--- config.mk ---
export PLATFORM = sky130hd
export DESIGN_NAME = retire_multi
export DESIGN_NICKNAME = d
export VERILOG_FILES = /design/src/rtl/retire_multi.sv
export SDC_FILE = /design/constraint.sdc
export NUM_CORES = 1
export LEC_CHECK = 0
export BUFFER_PORTS_ARGS = -buffer_cell sky130_fd_sc_hd__buf_4
export CORE_AREA = 2 2 146 148
export DETAILED_ROUTE_END_ITERATION = 16
export DIE_AREA = 0 0 148 150
export PLACE_DENSITY_LB_ADDON = 0.15
export SETUP_SLACK_MARGIN = 0.15
export SLEW_MARGIN = 25
export SYNTH_ARGS = -nofsm -noshare
export SYNTH_HDL_FRONTEND = slang
export SYNTH_SLANG_ARGS = --single-unit
--- constraint.sdc ---
create_clock -name clk -period 2.1 [get_ports clk]
set_clock_uncertainty 0.1 [all_clocks]
set_input_delay 0.315 -clock clk [delete_from_list [all_inputs] [get_ports clk]]
set_output_delay 0.315 -clock clk [all_outputs]
set_load 0.01 [all_outputs]
--- src/rtl/retire_multi.sv ---
// RETIRE_WIDTH-wide in-order commit stage: pops ready ROB head entries, serialises stores, raises flush on mispredict.
// Optional performance counters are enabled by defining RETIRE_PERF_CNT_EN.
module retire_multi #(
   parameter int RETIRE_WIDTH      = 2,
   parameter int PHY_RF_ADDR_WIDTH = 6,
   parameter int ARCH_ADDR_WIDTH   = 5,
   parameter int PC_WIDTH          = 32
) (
   input  logic                                        clk,
   input  logic                                        rst,
   input  logic [RETIRE_WIDTH-1:0]                     rob_head_valid,
   input  logic [RETIRE_WIDTH-1:0]                     rob_head_ready,
   input  logic [RETIRE_WIDTH-1:0]                     rob_head_is_store,
   input  logic [RETIRE_WIDTH-1:0]                     rob_head_mispredict,
   input  logic [RETIRE_WIDTH-1:0]                     rob_head_has_dest,
   input  logic [RETIRE_WIDTH*ARCH_ADDR_WIDTH-1:0]     rob_head_arch_rd,
   input  logic [RETIRE_WIDTH*PHY_RF_ADDR_WIDTH-1:0]   rob_head_new_phy,
   input  logic [RETIRE_WIDTH*PHY_RF_ADDR_WIDTH-1:0]   rob_head_old_phy,
   input  logic [RETIRE_WIDTH*PC_WIDTH-1:0]            rob_head_target,
   input  logic [31:0]                                 st_addr_in,
   input  logic [31:0]                                 st_data_in,
   input  logic [3:0]                                  st_mask_in,
   output logic [$clog2(RETIRE_WIDTH+1)-1:0]           rob_pop_count,
   output logic [RETIRE_WIDTH-1:0]                     commit_en,
   output logic [RETIRE_WIDTH*ARCH_ADDR_WIDTH-1:0]     commit_arch_rd,
   output logic [RETIRE_WIDTH*PHY_RF_ADDR_WIDTH-1:0]   commit_phy,
   output logic [RETIRE_WIDTH-1:0]                     free_en,
   output logic [RETIRE_WIDTH*PHY_RF_ADDR_WIDTH-1:0]   free_phy,
   output logic [RETIRE_WIDTH-1:0]                     busy_table_wr_en,
   output logic                                        flush,
   output logic [PC_WIDTH-1:0]                         pc_to_jump,
   output logic [3:0]                                  dmem_wr_en_out,
   output logic [31:0]                                 dmem_addr_out,
   output logic [31:0]                                 dmem_data_out,
   input  logic                                        dmem_valid_in,
   output logic [31:0]                                 retired_count,
   output logic [15:0]                                 flush_count
);

   localparam int W     = RETIRE_WIDTH;
   localparam int A     = ARCH_ADDR_WIDTH;
   localparam int P     = PHY_RF_ADDR_WIDTH;
   localparam int CNT_W = $clog2(RETIRE_WIDTH + 1);

   typedef enum logic [1:0] {S_RUN, S_STORE, S_FLUSH} state_t;

   state_t state_reg, state_next;

   logic [W-1:0]        slot_ok;
   logic [W-1:0]        retire_chain;
   logic [W-1:0]        retire;
   logic [W-1:0]        keep;
   logic                store_start;
   logic                store_ack;
   logic                flush_hit;
   logic [PC_WIDTH-1:0] target_sel;
   logic [CNT_W-1:0]    pop_cnt;

   logic [W*A-1:0] commit_arch_next;
   logic [W*P-1:0] commit_phy_next;
   logic [W*P-1:0] free_phy_next;

   logic [W-1:0]        commit_en_reg;
   logic [W*A-1:0]      commit_arch_reg;
   logic [W*P-1:0]      commit_phy_reg;
   logic [W-1:0]        free_en_reg;
   logic [W*P-1:0]      free_phy_reg;
   logic [W-1:0]        busy_wr_reg;
   logic [PC_WIDTH-1:0] pc_to_jump_reg;
   logic [3:0]          dmem_wr_en_reg;
   logic [31:0]         st_addr_reg;
   logic [31:0]         st_data_reg;

   // A slot retires only if every older slot retires and none of them is a mispredicted branch.
   generate
      for (genvar gi = 0; gi < W; gi++) begin : g_slot
         assign slot_ok[gi] = rob_head_valid[gi] & rob_head_ready[gi] & ~rob_head_is_store[gi];
         if (gi == 0) begin : g_first
            assign retire_chain[gi] = slot_ok[gi];
         end else begin : g_rest
            assign retire_chain[gi] = retire_chain[gi-1] & ~rob_head_mispredict[gi-1] & slot_ok[gi];
         end
         assign keep[gi] = retire[gi] & rob_head_has_dest[gi];
         assign commit_arch_next[gi*A +: A] = keep[gi] ? rob_head_arch_rd[gi*A +: A] : '0;
         assign commit_phy_next[gi*P +: P]  = keep[gi] ? rob_head_new_phy[gi*P +: P] : '0;
         assign free_phy_next[gi*P +: P]    = keep[gi] ? rob_head_old_phy[gi*P +: P] : '0;
      end
   endgenerate

   assign store_start = rob_head_valid[0] & rob_head_ready[0] & rob_head_is_store[0];
   assign flush_hit   = |(retire_chain & rob_head_mispredict);

   // At most one retired slot can be a mispredict, so a one-hot OR selects its target.
   always_comb begin
      target_sel = '0;
      for (int i = 0; i < W; i++) begin
         if (retire_chain[i] && rob_head_mispredict[i])
            target_sel = target_sel | rob_head_target[i*PC_WIDTH +: PC_WIDTH];
      end
   end

   always_ff @(posedge clk or negedge rst) begin
      if (!rst) state_reg <= S_RUN;
      else      state_reg <= state_next;
   end

   always_comb begin
      state_next = state_reg;
      case (state_reg)
         S_RUN: begin
            if (store_start)    state_next = S_STORE;
            else if (flush_hit) state_next = S_FLUSH;
         end
         S_STORE: if (dmem_valid_in) state_next = S_RUN;
         S_FLUSH: state_next = S_RUN;
         default: state_next = S_RUN;
      endcase
   end

   always_comb begin
      retire    = '0;
      store_ack = 1'b0;
      pop_cnt   = '0;
      case (state_reg)
         S_RUN:   retire    = retire_chain;
         S_STORE: store_ack = dmem_valid_in;
         default: ;
      endcase
      for (int i = 0; i < W; i++) pop_cnt = pop_cnt + CNT_W'(retire[i]);
      if (store_ack) pop_cnt = CNT_W'(1);
      rob_pop_count = rst ? pop_cnt : '0;
      flush         = (state_reg == S_FLUSH);
   end

   always_ff @(posedge clk or negedge rst) begin
      if (!rst) begin
         commit_en_reg   <= '0;
         commit_arch_reg <= '0;
         commit_phy_reg  <= '0;
         free_en_reg     <= '0;
         free_phy_reg    <= '0;
         busy_wr_reg     <= '0;
         pc_to_jump_reg  <= '0;
         dmem_wr_en_reg  <= '0;
         st_addr_reg     <= '0;
         st_data_reg     <= '0;
      end else begin
         commit_en_reg   <= keep;
         commit_arch_reg <= commit_arch_next;
         commit_phy_reg  <= commit_phy_next;
         free_en_reg     <= keep;
         free_phy_reg    <= free_phy_next;
         busy_wr_reg     <= keep;
         if (state_reg == S_RUN && state_next == S_FLUSH)
            pc_to_jump_reg <= target_sel;
         if (state_reg == S_RUN && store_start) begin
            st_addr_reg    <= st_addr_in;
            st_data_reg    <= st_data_in;
            dmem_wr_en_reg <= st_mask_in;
         end else if (store_ack) begin
            dmem_wr_en_reg <= '0;
         end
      end
   end

   assign commit_en        = commit_en_reg;
   assign commit_arch_rd   = commit_arch_reg;
   assign commit_phy       = commit_phy_reg;
   assign free_en          = free_en_reg;
   assign free_phy         = free_phy_reg;
   assign busy_table_wr_en = busy_wr_reg;
   assign pc_to_jump       = pc_to_jump_reg;
   assign dmem_wr_en_out   = dmem_wr_en_reg;
   assign dmem_addr_out    = st_addr_reg;
   assign dmem_data_out    = st_data_reg;

`ifdef RETIRE_PERF_CNT_EN
   logic [31:0] retired_cnt_reg;
   logic [15:0] flush_cnt_reg;

   always_ff @(posedge clk or negedge rst) begin
      if (!rst) begin
         retired_cnt_reg <= '0;
         flush_cnt_reg   <= '0;
      end else begin
         retired_cnt_reg <= retired_cnt_reg + 32'(rob_pop_count);
         if (state_reg == S_RUN && state_next == S_FLUSH && flush_cnt_reg != 16'hFFFF)
            flush_cnt_reg <= flush_cnt_reg + 16'd1;
      end
   end

   assign retired_count = retired_cnt_reg;
   assign flush_count   = flush_cnt_reg;
`else
   assign retired_count = '0;
   assign flush_count   = '0;
`endif

endmodule

* Word-level counts from Yosys, hierarchy flattened
Cells that the tools add are included.
Storage, ports and cells: input bits 179, register bits 138, logic and storage cells 52, output and inout port bits 191
Operators by class: reductions and logical operators 7, bitwise operators 14, add/subtract/negate cells 1, multiplexer cells 18, equality and inequality tests 3
Operator list (count):
- two-way mux 32 bit | 2
- bitwise OR 32 bit | 1
- two-way mux 6 bit | 4
- two-way mux 2 bit | 6
- two-way mux 5 bit | 2
- bitwise AND 1 bit | 9
- two-way mux 4 bit | 2
- == test 2 bit (second input constant) | 2
- logical AND 1 bit | 4
- case mux 2 bit (2 select lines) | 1
- NOT 1 bit | 3
- adder 1 x 1 -> 2 bit | 1
- bitwise AND 2 bit | 1
- == test 2 x 1 -> 1 bit (second input constant) | 1
- zero test 2 bit | 1
- nonzero test 2 bit | 1
- OR reduction 2 bit | 1
- two-way mux 1 bit | 1

* Depth between registers and ports, before layout
Gate-level depths: netlist of the first run.
word-level depth 11, depth in mapped cells 8, gate-level depth less buffers 6

* Worst setup path after synthesis of the first run
OpenSTA, ideal clock, no wires.
kind in2out, start point in rob_head_mispredict[0], end point out rob_pop_count[0], buffers on the path 3, arrival 1.592 ns, slack 0.093 ns, stages on the path 8, path through buf_2 nor4bb_1 buf_2 buf_2 and2_1 ha_1 inv_1 a21boi_0
On the way: cells in the longest elaborated chain, start to end 7
Ends and longest elaborated chain:
- start: declaration | line 14 | input logic [RETIRE_WIDTH-1:0] rob_head_mispredict,
- NOT 1 bit | line 81 | assign retire_chain[gi] = retire_chain[gi-1] & ~rob_head_mispredict[gi-1] & slot_ok[gi];
- bitwise AND 1 bit (2 in series) | line 81
- two-way mux 2 bit | line 124 | case (state_reg)
- adder 1 x 1 -> 2 bit | line 129 | for (int i = 0; i < W; i++) pop_cnt = pop_cnt + CNT_W'(retire[i]);
- two-way mux 2 bit | line 130 | if (store_ack) pop_cnt = CNT_W'(1);
- two-way mux 2 bit | line 131 | rob_pop_count = rst ? pop_cnt : '0;
- end: declaration | line 23 | output logic [$clog2(RETIRE_WIDTH+1)-1:0] rob_pop_count,
Every way passes these cells.

* Worst setup path after layout of the first run
start point reg state_reg[1], end point out rob_pop_count[0]
On the way: cells in the longest elaborated chain, start to end 5
Ends and longest elaborated chain:
- start: declaration | line 47 | state_t state_reg, state_next;
- start signal: assignment | line 104 | else state_reg <= state_next;
- zero test 2 bit | line 124
- two-way mux 2 bit | line 124
- adder 1 x 1 -> 2 bit | line 129
- two-way mux 2 bit (*) | line 130
- two-way mux 2 bit (*) | line 131
Every way passes the cells marked *; elsewhere a longest branch is shown, timed or not.

==> flow_metrics.tcl, run 1 <==
set metrics [dict create \
    finish.net_count 970 \
    design.core.area_um2 20700 \
    r2r_slack_ns 0.15 \
    final_cell_mix "buf_4, dfrtp_1, mux2_4, conb_1, mux2_2" \
    start_util 0.286 \
    final_layout_size_suffix_gt1_frac 0.620 \
    hp-class "input pin to register" \
    r2r-end "pc_to_jump[27]$_DFFE_PN0P_" \
    p_sw_frac 0.278 \
    grt_max_degree 135 \
    startpoint_type "register" \
    worstMarginPinSlew_ns 0.714 \
    rows 53 \
    fin_ws_ns -0.140 \
    hold_viol_final 0 \
    r2r_start "state_reg[1]$_DFF_PN0_" \
    power_leakage_nw 4.98 \
    powerDensity_nw_per_um2 869 \
    finalSetupViolations 2 \
    period_needed_ns 2.24 \
    path_clk_slew_ns 0.06 \
    path_class "register to output port" \
    ctsHtreeMaxLevel 4 \
    drv_slew 0 \
    numPortBuffers 321 \
    die_x_um 148 \
    first_pass_iters 4 \
    fmax_mhz 446 \
    dieArea_um2 22200 \
    crit_arrival_ns 1.82 \
    cts.sinks 138 \
    end_kind "output port" \
    internal-power_mw 6.19 \
    total_power_mw 8.57 \
    timing.setup.tns_ns -0.241 \
    antenna_found_initial 0 \
    seqPwrFrac 0.394 \
    routed_wl_mm 18.4 \
    drcViolationCount 0 \
    first_iter_violations 194 \
    synth_cell_types 30 \
    synth_warnings 0 \
    clkPwrFrac 0.351 \
    first_global_vias 4835 \
    startpoint "state_reg[1]$_DFF_PN0_" \
    drv_cap 0 \
    dp_hpwl_mm 12.9 \
    via_per_inst 4.30 \
    switchingPower_mw 2.38 \
    grt_usage 0.155 \
    diodes 0 \
    avgSynthCellArea_um2 14.4 \
    antenna_left 0 \
    cts_tree "done" \
    cts_buffers 17 \
    die_h_um 150 \
    final_common_cell "buf_4" \
    status "finished, violations left" \
    syn_inst 412 \
    wl_per_cell_um 17.1 \
    period_share 1.07 \
    endpoint "rob_pop_count[0]" \
    failed_checks "setup timing" \
    rsz0062_at_grt "true" \
    grt_pass1_wl_mm 26.5 \
    vias 4639 \
    reg2reg_depth 6 \
    synth-seq-area-share 0.583 \
    ys_ff_latch 138 \
    area_growth_syn_to_layout_pct 66.4 \
    syn_area_um2 5930 \
    cts-root-buf "clkbuf_16" \
    gp_congestion 0.731 \
    combPwrFrac 0.255 \
    peakVddDrop_uv 495 \
    clock_latency_ns 0.41 \
    io-pin-count 370 \
    clock_path_buffers 2 \
    worstPathMaxFanout 5 \
    relSlewSlack 0.524 \
    crit_required_ns 1.68 \
    grt-ovfl-total 0 \
]
-- stage by stage --
stage | instances | util | setup slack (ns) | hold slack (ns) | cell area [µm²]
final | 1078 | 0.477 | -0.140 | 0.0239 | 9860
after global routing | 1078 | 0.477 | -0.208 | 0.00114 | 9860
after CTS | 1057 | 0.463 | -0.107 | 0.000590 | 9570
after detailed placement | 988 | 0.407 | 0.163 | 0.0178 | 8430
after global placement | 988 | 0.407 | 0.202 | 0.0177 | 8430
after floorplan | 459 | - | 0.175 | -0.0806 | 6100
-- final cells by class --
type	instances	area (µm²)
fill	1904	10800
sequential	138	3450
timing repair buffer	390	3190
multi-input combinational	241	2270
clock buffer	18	439
tap	275	344
clock inverter	14	158
inverter	2	7.51
-- routing by layer --
metal / GRT usage / share of wire
met2: 0.267 / 0.53
met4: 0.0662 / 0.023
met5: 0 / 0
met1: 0.174 / 0.37
met3: 0.0534 / 0.078
-- cells in the mapped netlist --
| master | number | area [µm²] |
|---|---|---|
| nand4b_1 | 1 | 8.76 |
| mux2_2 | 91 | 1020 |
| and2_4 | 1 | 8.76 |
| a32o_1 | 32 | 320 |
| ha_1 | 1 | 12.5 |
| and2_1 | 35 | 219 |
| a211oi_4 | 1 | 20.0 |
| dfrtp_1 | 138 | 3450 |
| nand3_1 | 4 | 20.0 |
| inv_1 | 2 | 7.51 |
| buf_6 | 6 | 67.6 |
| mux2_4 | 5 | 75.1 |
| a21boi_0 | 1 | 7.51 |
| nor4bb_1 | 1 | 10.0 |
| clkbuf_1 | 4 | 15.0 |
| nor3b_1 | 1 | 7.51 |
| o21ai_0 | 4 | 20.0 |
| nand2_1 | 4 | 15.0 |
| buf_4 | 63 | 473 |
| nor2b_1 | 1 | 6.26 |
| and3_1 | 1 | 6.26 |
| nor3b_2 | 1 | 12.5 |
| or2_2 | 1 | 6.26 |
| and4bb_4 | 1 | 16.3 |
| nand3b_1 | 1 | 7.51 |
| conb_1 | 1 | 3.75 |
| nand4bb_4 | 1 | 27.5 |
| and4b_1 | 2 | 20.0 |
| nor2_1 | 1 | 3.75 |
| buf_2 | 6 | 30.0 |
-- how the worst min path moves through the flow --
stage	slack, ns	start	cells past startpoint	endpoint
5_1_grt	0.001	rob_head_arch_rd[2]	2	commit_arch_rd[2]$_DFF_PN0_
3_5_place_dp	0.02	rst	1	pc_to_jump[14]$_DFFE_PN0P_
4_1_cts	0.0006	st_addr_in[16]	2	dmem_addr_out[16]$_DFFE_PN0P_
3_3_place_gp	0.02	rst	1	pc_to_jump[9]$_DFFE_PN0P_
6_report	0.02	rob_head_arch_rd[2]	2	commit_arch_rd[2]$_DFF_PN0_
2_1_floorplan	-0.08	rst	0	busy_table_wr_en[0]$_DFF_PN0_
-- cells by family (layout without fill, tap and decap cells) --
group / count (synthesis) / count (layout) / share of synthesized area
flip-flops: 138 / 138 / 0.583
multiplexers: 96 / 96 / 0.186
buffers and inverters: 81 / 424 / 0.100
AND/OR/NAND/NOR: 57 / 58 / 0.0667
AO/OA/AOI/OAI: 38 / 38 / 0.0621
adder cells (fa/ha/maj): 1 / 1 / 0.00211
other: 1 / 48 / 0.000633
-- worst max-delay path, cell delays in order (launching register included) --
cell,delay (ns)
dfrtp_1,0.42
nand4bb_4,0.27
nor2_4,0.14
and2_4,0.15
ha_4,0.19
inv_2,0.05
a21boi_2,0.04
buf_4,0.15
-- power groups by stage --
stage / clock network [mW] / registers, mW / logic [mW]
after floorplan: 0 / 3.60 / 0.632
after global placement: 0 / 3.39 / 1.95
after detailed placement: 0 / 3.41 / 1.97
after CTS: 3.09 / 3.38 / 2.17
after global routing: 3.20 / 3.43 / 2.34
final: 3.01 / 3.37 / 2.19
-- timing repair --
item / in CTS / in global routing
endpoints found under the setup margin: 2 / 78
hold endpoints to repair: 41 / 0
gates resized for setup: 49 / 10
hold buffers: 34 / 0
gates cloned: 0 / 7
buffers inserted: 3 / 14
pin swaps: 1 / 3
No activity file was read; power rests on OpenSTA's default activity.
==> inputs of run 2 (changes only) <==
==> constraint.sdc (replaced) <==
create_clock -name clk -period 2.6 [get_ports clk]
set_clock_uncertainty 0.1 [all_clocks]
set_input_delay 0.39 -clock clk [delete_from_list [all_inputs] [get_ports clk]]
set_output_delay 0.39 -clock clk [all_outputs]
set_load 0.01 [all_outputs]
==> run 2 against run 1 <==
The run now ends clean. Sequential share of layout area rose by 3.3 points. First-iteration DRC count shrank 40%. Setup slack better by 0.41 ns. Register-to-register slack improved by 0.41 ns. Critical path depth unchanged. Cell area is 8.6% lower. Total power decreased by 23%. Die area unchanged. Worst hold slack better by 0.043 ns. Clock power fell by 22%. Highest routed layer unchanged.
==> flow_metrics.tcl, run 2 (same netlist as run 1, synthesis figures left out) <==
set metrics [dict create \
    ctsHtreeMaxLevel 4 \
    total_power_mw 6.62 \
    power_leakage_nw 4.52 \
    relSlewSlack 0.513 \
    p_sw_frac 0.271 \
    drcViolationCount 0 \
    drv_slew 0 \
    seqPwrFrac 0.409 \
    crit_required_ns 2.11 \
    hp-class "input pin to register" \
    worstMarginPinSlew_ns 0.731 \
    rsz0062_at_grt "false" \
    worstPathMaxFanout 4 \
    postLayoutCoreUtil 0.436 \
    grt-ovfl-total 0 \
    grt_pass1_wl_mm 25.6 \
    dp_hpwl_mm 12.8 \
    r2r_start "state_reg[0]$_DFF_PN0_" \
    die_x_um 148 \
    area_growth_syn_to_layout_pct 52.1 \
    cts_tree "done" \
    final_cell_mix "buf_4, dfrtp_1, mux2_2, conb_1, and2_1" \
    cts-root-buf "clkbuf_16" \
    via_per_inst 4.29 \
    vias 4386 \
    path_clk_slew_ns 0.06 \
    fin_hold_ws_ns 0.0671 \
    numPortBuffers 321 \
    clock_latency_ns 0.41 \
    switchingPower_mw 1.79 \
    startpoint_type "register" \
    start_util 0.286 \
    fmax_mhz 430 \
    cts_buffers 17 \
    period_share 0.895 \
    design.core.area_um2 20700 \
    combPwrFrac 0.237 \
    first_iter_violations 116 \
    io-pin-count 370 \
    fin_ws_ns 0.272 \
    antenna_left 0 \
    final_cell_area_um2 9010 \
    reg2reg_depth 5 \
    first_pass_iters 4 \
    die_h_um 150 \
    grt_usage 0.151 \
    powerDensity_nw_per_um2 735 \
    finish.net_count 913 \
    rows 53 \
    final_common_cell "buf_4" \
    drv_cap 0 \
    nFillCells 1962 \
    startpoint "state_reg[0]$_DFF_PN0_" \
    hold_viol_final 0 \
    path_class "register to output port" \
    grt_max_degree 136 \
    peakVddDrop_uv 411 \
    clkPwrFrac 0.354 \
    status "complete, no violations" \
    period_needed_ns 2.33 \
    pre_cts_ws_ns 0.427 \
    routed_wl_mm 17.2 \
    place_area_um2 8400 \
    crit_arrival_ns 1.84 \
    first_global_vias 4583 \
    clock_path_buffers 2 \
    dp.cells 985 \
    dieArea_um2 22200 \
    endpoint "rob_pop_count[0]" \
    r2r-end "pc_to_jump[25]$_DFFE_PN0P_" \
    final_layout_size_suffix_gt1_frac 0.630 \
    antenna_found_initial 0 \
    r2r_slack_ns 0.56 \
    wl_per_cell_um 16.8 \
    layoutNonFillerInstCount 1022 \
    end_kind "output port" \
    internal-power_mw 4.83 \
    gp_congestion 0.775 \
    finalSetupViolations 0 \
    timing.setup.tns_ns 0 \
    cts.sinks 138 \
]
==> run 2: changes by cell type in the layout (fill, tap and decap cells not counted), moves of 4 or more <==
cell	change
mux2_4	-44
buf_4	-8
buf_6	-8
mux2_2	+44
inv_8	-5
clkbuf_16	-4
dlygate4sd3_1	-33
==> run 2: power groups by stage <==
stage	Sequential, mW	Combinational, mW	Clock [mW]
finish	2.71	1.57	2.34
global route	2.76	1.69	2.52
CTS	2.71	1.59	2.41
detailed placement	2.75	1.59	0
global placement	2.74	1.58	0
floorplan	2.90	0.511	0
==> run 2: per-layer routing <==
metal,routed length [µm],global-route usage,vias up
met3,1580,0.0628,17
met1,6310,0.169,2140
met2,9050,0.262,230
met4,251,0.0495,0
li1,-,-,1999
met5,0,0,-
==> run 2: area by class of cell <==
type	instances	area, µm²	area share
Timing Repair Buffer	334	2550	0.283
Inverter	2	7.51	0.000833
Sequential cell	138	3450	0.383
Clock inverter	12	114	0.0126
Clock buffer	20	457	0.0507
Tap cell	275	344	0.0382
Antenna cell	1	2.50	0.000278
Multi-Input combinational cell	240	2080	0.231
==> run 2: how the worst min path moves through the flow <==
| stage | startpoint | to | slack [ns] | cells after the start |
|---|---|---|---|---|
| detailed placement | rst | pc_to_jump[11]$_DFFE_PN0P_ | 0.10 | 1 |
| CTS | rob_head_new_phy[7] | commit_phy[7]$_DFF_PN0_ | 0.05 | 2 |
| global route | rob_head_new_phy[4] | commit_phy[4]$_DFF_PN0_ | 0.05 | 2 |
| floorplan | rst | busy_table_wr_en[0]$_DFF_PN0_ | -0.006 | 0 |
| global placement | rst | pc_to_jump[15]$_DFFE_PN0P_ | 0.10 | 1 |
| finish | rob_head_old_phy[8] | free_phy[8]$_DFF_PN0_ | 0.07 | 2 |
==> run 2: worst max-delay path: stages, from the launching register on <==
cell       delay, ns
dfrtp_1         0.41
nand4bb_4       0.27
nor2_4          0.11
and2_1          0.13
ha_1            0.22
inv_1           0.07
a21boi_2        0.06
buf_4           0.16
==> run 2: timing repair <==
action	in CTS	in global routing
buffers inserted	0	3
pin swaps	0	1
gates resized for setup	2	2
hold buffers	1	0
endpoints found under the hold margin	3	0
setup endpoints to repair	1	1
